**config.mk**
```make
export PLATFORM = sky130hd
export DESIGN_NAME = parity_frame_rx
export DESIGN_NICKNAME = d
export VERILOG_FILES = /design/src/rtl/parity_pkg.sv /design/src/rtl/parity_calc.sv /design/src/rtl/parity_frame_rx.sv
export SDC_FILE = /design/constraint.sdc
export NUM_CORES = 1
export LEC_CHECK = 0
export ABC_CLOCK_PERIOD_IN_PS = 1300
export CORE_MARGIN = 3
export CORE_UTILIZATION = 49
export CTS_BUF_LIST = sky130_fd_sc_hd__clkbuf_8
export CTS_CLUSTER_SIZE = 14
export DETAILED_ROUTE_END_ITERATION = 8
export PLACE_DENSITY = 0.83
export SLEW_MARGIN = 40
export SYNTH_ARGS = -nofsm -noshare
export SYNTH_HDL_FRONTEND = slang
export SYNTH_SLANG_ARGS = --single-unit
export TNS_END_PERCENT = 20
```
**constraint.sdc**
```tcl
create_clock -name clk -period 1.3 [get_ports clk]
set_input_delay 0.195 -clock clk [delete_from_list [all_inputs] [get_ports clk]]
set_output_delay 0.195 -clock clk [all_outputs]
set_load 0.05 [all_outputs]
```
**src/rtl/parity_pkg.sv**
```systemverilog
// parity_pkg: shared states and constants for the parity frame receiver and generator.
package parity_pkg;
    typedef enum logic [1:0] {IDLE, DATA, PARITY, STOP} state_t;
    localparam int PARITY_EVEN = 0;
    localparam int PARITY_ODD = 1;
    localparam int ERR_W = 8;
    localparam logic [ERR_W-1:0] ERR_MAX = ERR_W'(255);
endpackage

```
**src/rtl/parity_calc.sv**
```systemverilog
// parity_calc: XOR reduction shared by both ends of the link so parity logic stays identical.
module parity_calc #(
    parameter int DATA_W = 4
) (
    input  logic [DATA_W-1:0] data,
    output logic              par
);
    assign par = ^data;
endmodule

```
**src/rtl/parity_frame_rx.sv**
```systemverilog
// parity_frame_rx: deframes start/data/parity/stop from sdi, checks parity and framing,
// and keeps a saturating count of errored frames.
module parity_frame_rx
    import parity_pkg::*;
#(
    parameter int DATA_W = 4,
    parameter int ODD_PARITY = PARITY_EVEN
) (
    input  logic              clk,
    input  logic              rst,
    input  logic              bit_en,
    input  logic              sdi,
    output logic [DATA_W-1:0] data_out,
    output logic              valid,
    output logic              parity_err,
    output logic              frame_err,
    output logic              busy,
    output logic [ERR_W-1:0]  err_cnt
);
    localparam int IW = DATA_W > 1 ? $clog2(DATA_W) : 1;

    state_t            state, next;
    logic [IW-1:0]     idx;
    logic [DATA_W-1:0] sh;
    logic              run_par, mis, calc_par, last;

    assign last = idx == IW'(DATA_W - 1);
    assign busy = state != IDLE;

    always_comb begin
        next = state;
        if (bit_en)
            case (state)
                IDLE:    next = sdi ? IDLE : DATA;
                DATA:    next = last ? PARITY : DATA;
                PARITY:  next = STOP;
                default: next = IDLE;
            endcase
    end

    always_ff @(posedge clk or posedge rst)
        if (rst) state <= IDLE;
        else     state <= next;

    always_ff @(posedge clk or posedge rst)
        if (rst) begin
            idx        <= '0;
            sh         <= '0;
            run_par    <= 1'b0;
            mis        <= 1'b0;
            data_out   <= '0;
            valid      <= 1'b0;
            parity_err <= 1'b0;
            frame_err  <= 1'b0;
            err_cnt    <= '0;
        end else begin
            valid <= 1'b0;
            if (bit_en)
                case (state)
                    IDLE: begin
                        idx     <= '0;
                        run_par <= 1'b0;
                    end
                    DATA: begin
                        sh[idx] <= sdi;
                        run_par <= run_par ^ sdi;
                        if (!last) idx <= idx + 1'b1;
                    end
                    PARITY: mis <= run_par ^ sdi ^ 1'(ODD_PARITY);
                    default: begin
                        valid      <= 1'b1;
                        data_out   <= sh;
                        parity_err <= mis;
                        frame_err  <= !sdi;
                        if ((mis || !sdi) && err_cnt != ERR_MAX) err_cnt <= err_cnt + 1'b1;
                    end
                endcase
        end

    // The running parity must agree with a full reduction of the assembled word.
    parity_calc #(.DATA_W(DATA_W)) u_calc (.data(sh), .par(calc_par));

    always_ff @(posedge clk)
        if (!rst && state == STOP) assert (calc_par == run_par);
endmodule

```
==> impl_metrics.py, run 1 <==
metrics = {
    "pwr": {
        "peakVddDrop_v": 0.002020,
        "power_density_mw_per_mm2": 1983,
        "p_leak_nw": 0.8499,
    },
    "worst_setup_path": {
        "path_delay_family": "flip-flops",
        "crit_required_ns": 1.46,
        "critPathMaxFanout": 6,
        "crit_cells": 4,
        "r2r_end": "err_cnt[1]",
        "rrSetupSlack_ns": -0.08,
        "r2r_cells": 4,
        "slowest_stage": "dfrtp_2",
        "criticalPathCategory": "reg -> reg",
        "critPathMaxStageDelay_ns": 0.39,
        "crit_arrival_ns": 1.54,
        "r2r_start": "err_cnt[0]",
        "startpoint_type": "flip-flop",
        "end_kind": "flip-flop",
        "cp.buffers_inverters": 0,
        "crit_chain": "ha_4, nand3_4, o221ai_4, mux2_4",
    },
    "timing": {
        "drv_slew": 0,
        "rsz0062_at_grt": "yes",
        "setup_viol": 3,
        "tightest_slew_ns": 0.3413,
        "relSlewSlack_pct": 77.25,
        "setup_slack_ns": -0.08184,
        "fin_crit_sh_pct": 106.3,
        "hold_viol": 0,
        "post-route-min-period_ns": 1.382,
        "clock.fmax_mhz": 723.7,
        "fin_skew_ns": 0.002372,
    },
    "place": {
        "dp_slack_ns": -0.4310,
        "gp_congestion": 0.7970,
        "hpwl_mm": 2.032,
        "port_buffers": 19,
    },
    "detailed_routing": {
        "avgRoutedWirePerCell_um": 15.56,
        "postRouteAntennaNets": 0,
        "drc": 0,
        "vias_per_cell": 5.326,
        "vias": 932,
        "drtIter0Drc": 6,
        "wirelength_mm": 2.723,
        "firstDrtPassIters": 3,
    },
    "clock_network": {
        "cts_buffers": 3,
        "clkSlewWorstSetupHoldPaths_ns": 0.08,
        "worstSkewPairLatency_ns": 0.26,
        "clockRootBuffer": "clkbuf_8",
        "htreeDepth": 1,
        "cts_tree": "built",
        "cts_max_path_buffers": 2,
        "ctsHoldBuffers": 0,
        "clock-sinks": 25,
    },
    "outcome": {
        "violations": "negative setup slack",
        "status": "finished with violations",
    },
    "final_layout": {
        "final_core_util_pct": 81.52,
        "drive_gt1_share_pct": 50.34,
        "syn2layout_area_growth_pct": 55.94,
        "fin_nets": 157,
        "antenna_cells": 0,
        "fillers": 146,
    },
    "yosys": {
        "async_flop_share_pct": 100.0,
        "synth_cell_types": 25,
        "synth_common_cells": "dfrtp_1 (25), nand2_1 (15), mux2_2 (10), o21ai_0 (8), inv_1 (6)",
        "synth-seq-area-share_pct": 53.08,
        "syn_avg_cell_area_sq_um": 11.33,
        "ys_ff_latch": 25,
        "synth-main-ff-cell": "dfrtp_1",
        "synth_top_cell_by_area": "dfrtp_1",
        "yosys-top-cells-area": "dfrtp_1 (53%), mux2_2 (9.6%), ha_1 (5.3%)",
        "syn_inst": 104,
        "synth_area_sq_mm": 0.001179,
        "syn_nets": 113,
        "netlist.area_leader.share_pct": 53.08,
        "synth_edf_count": 0,
        "yosysMostFrequentCell": "dfrtp_1",
        "ys_warn_count": 0,
    },
    "flow_run": {
        "drv_cap": 0,
    },
    "floorplanning": {
        "fp.dieArea_sq_mm": 0.003030,
        "rows": 17,
        "start_util_pct": 52.28,
        "dieHeight_um": 55.05,
        "core_sq_mm": 0.002255,
        "pin_count": 20,
        "die_x_um": 55.05,
    },
    "grt": {
        "first_global_vias": 1006,
        "overflow": 0,
        "grt_usage_pct": 20.26,
        "antenna_found_initial": 0,
        "grt_max_degree": 26,
        "grt_pass1_wl_mm": 4.326,
    },
    "hold_path": {
        "hold_class": "in -> async",
    },
}
per-stage QoR:
stage          cells  TNS (ns)  cell area [sq um]  hold WS [ns]  power [mW]
5_1_grt          175   -0.6818               1838        0.3231       3.850
3_5_place_dp     170    -5.159               1728        0.4913       3.129
2_1_floorplan    104   -0.8917               1210        0.2218       2.259
4_1_cts          175   -0.1310               1818        0.2859       3.639
6_report         175   -0.1168               1838        0.2803       3.644
3_3_place_gp     170    -3.926               1728        0.4818       3.050
sequential cells by signal (all words and copies together), names as in the netlist:
register,count
state,2
idx,2
err_cnt,8
data_out,4
parity_err,1
sh,4
mis,1
run_par,1
frame_err,1
valid,1
worst min-delay path, stage by stage:
cell,delay (ns)
clkdlybuf4s50_1,0.40
inv_1,0.05
buf_4,0.30
report_power, final:
part	total, mW	leakage (nW)	switching, mW	internal [mW]
clock	0.459	0.0217	0.243	0.217
sequential	1.30	0.308	0.258	1.05
combinational	1.88	0.521	0.947	0.934
cell usage in the layout (no fill, tap or decap), drive strengths merged:
master	n
nand3	6
ha	5
inv	6
nor3	2
dfrtp	25
buf	38
xor2	3
nor4	1
a21oi	2
and3	1
o21ai	8
or2b	1
clkinv	1
or2	1
clkdlybuf4s50	2
nand2b	1
nor2	5
dlygate4sd2	1
o221ai	1
mux2	10
nand4	1
nand2	15
a31oi	1
xnor2	3
clkbuf	3
clkinvlp	1
a22o	3
worst max path at each step:
| stage | startpoint | to | slack [ns] |
|---|---|---|---|
| 6_report | err_cnt[0] | err_cnt[1] | -0.08 |
| 3_5_place_dp | bit_en | err_cnt[7] | -0.43 |
| 5_1_grt | err_cnt[0] | err_cnt[1] | -0.14 |
| 4_1_cts | err_cnt[0] | err_cnt[1] | -0.05 |
| 2_1_floorplan | err_cnt[0] | err_cnt[1] | -0.23 |
| 3_3_place_gp | bit_en | sh[3] | -0.31 |
per-layer routing:
metal	up-vias	share of wire, %	global-route usage, %
met5	-	0	0
met4	0	2.2	9.312
met1	462	38	22.18
met3	9	3.4	2.681
li1	439	-	-
met2	22	56	38.19
cells by family (layout without fill, tap and decap cells):
kind of cell | after synthesis | count (layout) | share of synthesized area [%]
flops | 25 | 25 | 53.08
mux | 10 | 10 | 9.554
buf+inv | 9 | 52 | 3.715
fa+ha+maj | 5 | 5 | 5.308
simple gates | 34 | 34 | 14.65
xor+xnor | 6 | 6 | 4.459
compound gates | 15 | 15 | 9.237
what timing repair did:
action	4_1_cts	5_1_grt
setup endpoints to repair	10	12
resized for setup	10	6
pin swaps	6	4
setup buffers	1	0
endpoints found under the hold margin	0	0
final cells by class:
class | instances | area [sq um] | share of cell area (%)
Timing Repair Buffer | 41 | 505.5 | 27.50
Clock inverter | 1 | 7.507 | 0.4084
Inverter | 7 | 31.28 | 1.702
Multi-Input combinational cell | 70 | 580.6 | 31.59
Tap cell | 28 | 35.03 | 1.906
Clock buffer | 3 | 41.29 | 2.246
Sequential cell | 25 | 636.9 | 34.65
Note: power is estimated with default switching activity, not from simulation.
==> run 2: changes to the inputs <==
--- a/config.mk
+++ b/config.mk
@@ -11,7 +11,7 @@
 export CTS_BUF_LIST = sky130_fd_sc_hd__clkbuf_8
 export CTS_CLUSTER_SIZE = 14
 export DETAILED_ROUTE_END_ITERATION = 8
-export PLACE_DENSITY = 0.83
+export PLACE_DENSITY_LB_ADDON = 0.12
 export SLEW_MARGIN = 40
 export SYNTH_ARGS = -nofsm -noshare
 export SYNTH_HDL_FRONTEND = slang
==> impl_metrics.py, run 2 (synthesis gave the netlist of run 1 again) <==
metrics = {
    "flow_run": {
        "drv_cap": 0,
    },
    "worst_setup_path": {
        "rrSetupSlack_ns": -0.06,
        "startpoint_type": "flip-flop",
        "critPathMaxStageDelay_ns": 0.41,
        "crit_arrival_ns": 1.19,
        "path_delay_family": "flip-flops",
        "slowest_stage": "dfrtp_2",
        "critPathMaxFanout": 2,
        "crit_required_ns": 1.11,
        "cp.buffers_inverters": 2,
        "criticalPathCategory": "reg -> out",
        "end_kind": "primary output",
        "crit_chain": "buf_4, or2_4, buf_8",
    },
    "pwr": {
        "power_frac_comb_pct": 51.6,
        "power_switching_mw": 1.470,
        "p_leak_nw": 0.8426,
        "p_clk_share_pct": 12.8,
        "intPower_mw": 2.208,
        "netSwitchingFraction_pct": 39.96,
        "peakVddDrop_v": 0.001708,
        "pwr-share-seq_pct": 35.6,
        "p_total_mw": 3.678,
        "power_density_mw_per_mm2": 2019,
    },
    "floorplanning": {
        "die_x_um": 55.05,
        "core_sq_mm": 0.002255,
        "dieHeight_um": 55.05,
        "pin_count": 20,
        "fp.dieArea_sq_mm": 0.003030,
        "rows": 17,
        "start_util_pct": 52.28,
    },
    "detailed_routing": {
        "drc": 0,
        "firstDrtPassIters": 5,
        "vias_per_cell": 5.253,
        "vias": 914,
        "drtIter0Drc": 7,
        "wirelength_mm": 2.790,
        "avgRoutedWirePerCell_um": 16.03,
        "postRouteAntennaNets": 0,
    },
    "clock_network": {
        "clock-sinks": 25,
        "ctsHoldBuffers": 0,
        "clockRootBuffer": "clkbuf_8",
        "worstSkewPairLatency_ns": 0.27,
        "cts_buffers": 3,
        "htreeDepth": 1,
        "cts_max_path_buffers": 2,
        "clkSlewWorstSetupHoldPaths_ns": 0.09,
        "cts_tree": "built",
    },
    "final_layout": {
        "largest_reg_flops": 8,
        "top_register": "err_cnt",
        "fillers": 130,
        "syn2layout_area_growth_pct": 54.57,
        "fin_nets": 156,
        "antenna_cells": 0,
        "final_common_cell": "buf_4",
        "layout_common_cells": "buf_4 (21), nand2_1 (15), dfrtp_1 (15), buf_12 (15), dfrtp_2 (10)",
        "drive_gt1_share_pct": 50.00,
        "fin_cells": 174,
        "largestRegisters": "err_cnt (8), data_out (4), sh (4)",
    },
    "grt": {
        "grt_pass1_wl_mm": 4.388,
        "grt_usage_pct": 20.69,
        "overflow": 0,
        "first_global_vias": 964,
        "grt_max_degree": 26,
        "antenna_found_initial": 0,
    },
    "timing": {
        "relSlewSlack_pct": 76.81,
        "clock.fmax_mhz": 724.2,
        "fin_crit_sh_pct": 106.2,
        "post-route-min-period_ns": 1.381,
        "fin_skew_ns": 0.004882,
        "hold_viol": 0,
        "setup_slack_ns": -0.08082,
        "drv_slew": 0,
        "setup_viol": 4,
        "tightest_slew_ns": 0.3479,
        "rsz0062_at_grt": "yes",
    },
    "place": {
        "dp.cells": 169,
        "hpwl_mm": 2.025,
        "port_buffers": 19,
        "gp_congestion": 0.7615,
    },
    "hold_path": {
        "hold_class": "in -> async",
    },
    "outcome": {
        "violations": "negative setup slack",
        "status": "finished with violations",
    },
}
## run 2: changes by cell type in the layout (fill, tap and decap cells not counted), sizes merged
cell / delta
buf: -1
## run 2: routing by layer
| metal | vias up | wire, um | GRT usage [%] |
|---|---|---|---|
| met5 | - | 0 | 0 |
| met4 | 0 | 46 | 7.692 |
| met3 | 6 | 110 | 4.558 |
| met2 | 20 | 1486 | 36.61 |
| met1 | 452 | 1146 | 24.36 |
| li1 | 436 | - | - |
## run 2: power groups by stage
stage / clock (mW) / combinational (mW) / sequential (mW)
after floorplan: 0 / 0.637 / 1.62
after global placement: 0 / 1.75 / 1.30
after detailed placement: 0 / 1.80 / 1.32
after CTS: 0.462 / 1.89 / 1.30
after global routing: 0.506 / 2.03 / 1.34
final: 0.471 / 1.90 / 1.31
## run 2: stage by stage
stage          setup WS, ns  setup TNS (ns)  util (%)  hold slack (ns)  cell area [sq um]
2_1_floorplan       -0.2314         -0.8917         -           0.2218               1210
3_3_place_gp        -0.3402          -4.594     76.30           0.4854               1720
3_5_place_dp        -0.4210          -5.961     76.30           0.4944               1720
4_1_cts             -0.1092         -0.2588     79.80           0.2774               1799
5_1_grt             -0.1150         -0.9467     80.80           0.3010               1822
6_report           -0.08082         -0.1807     80.80           0.2657               1822
## run 2: area by class of cell
class / count / area, sq um / share of cell area (%)
repair buffers: 40 / 501.7 / 27.54
flip-flops and latches: 25 / 638.1 / 35.03
clock inverters: 1 / 7.507 / 0.4121
multi-input cells: 70 / 566.8 / 31.11
well taps: 28 / 35.03 / 1.923
inverters: 7 / 31.28 / 1.717
clock buffers: 3 / 41.29 / 2.266
## run 2: worst register-to-register path, stage by stage (launching register included)
cell      delay [ns]
dfrtp_2         0.40
ha_4            0.16
nand3_4         0.08
o221ai_4        0.29
mux2_4          0.34
## run 2: final timing paths
path	startpoint	depth (start not counted)	endpoint
setup / recovery	state[1]	3	busy
hold / removal	rst	3	sh[0]
setup reg to reg	err_cnt[0]	4	err_cnt[1]
hold reg to reg	sh[1]	1	data_out[1]
max in group asynchronous	rst	3	err_cnt[4]
min in group clk	bit_en	3	state[0]
## run 2: repair_timing
| action | 4_1_cts | 5_1_grt |
|---|---|---|
| pin swaps | 6 | 3 |
| buffers inserted | 1 | 0 |
| resized for setup | 7 | 7 |
| setup endpoints to repair | 13 | 19 |
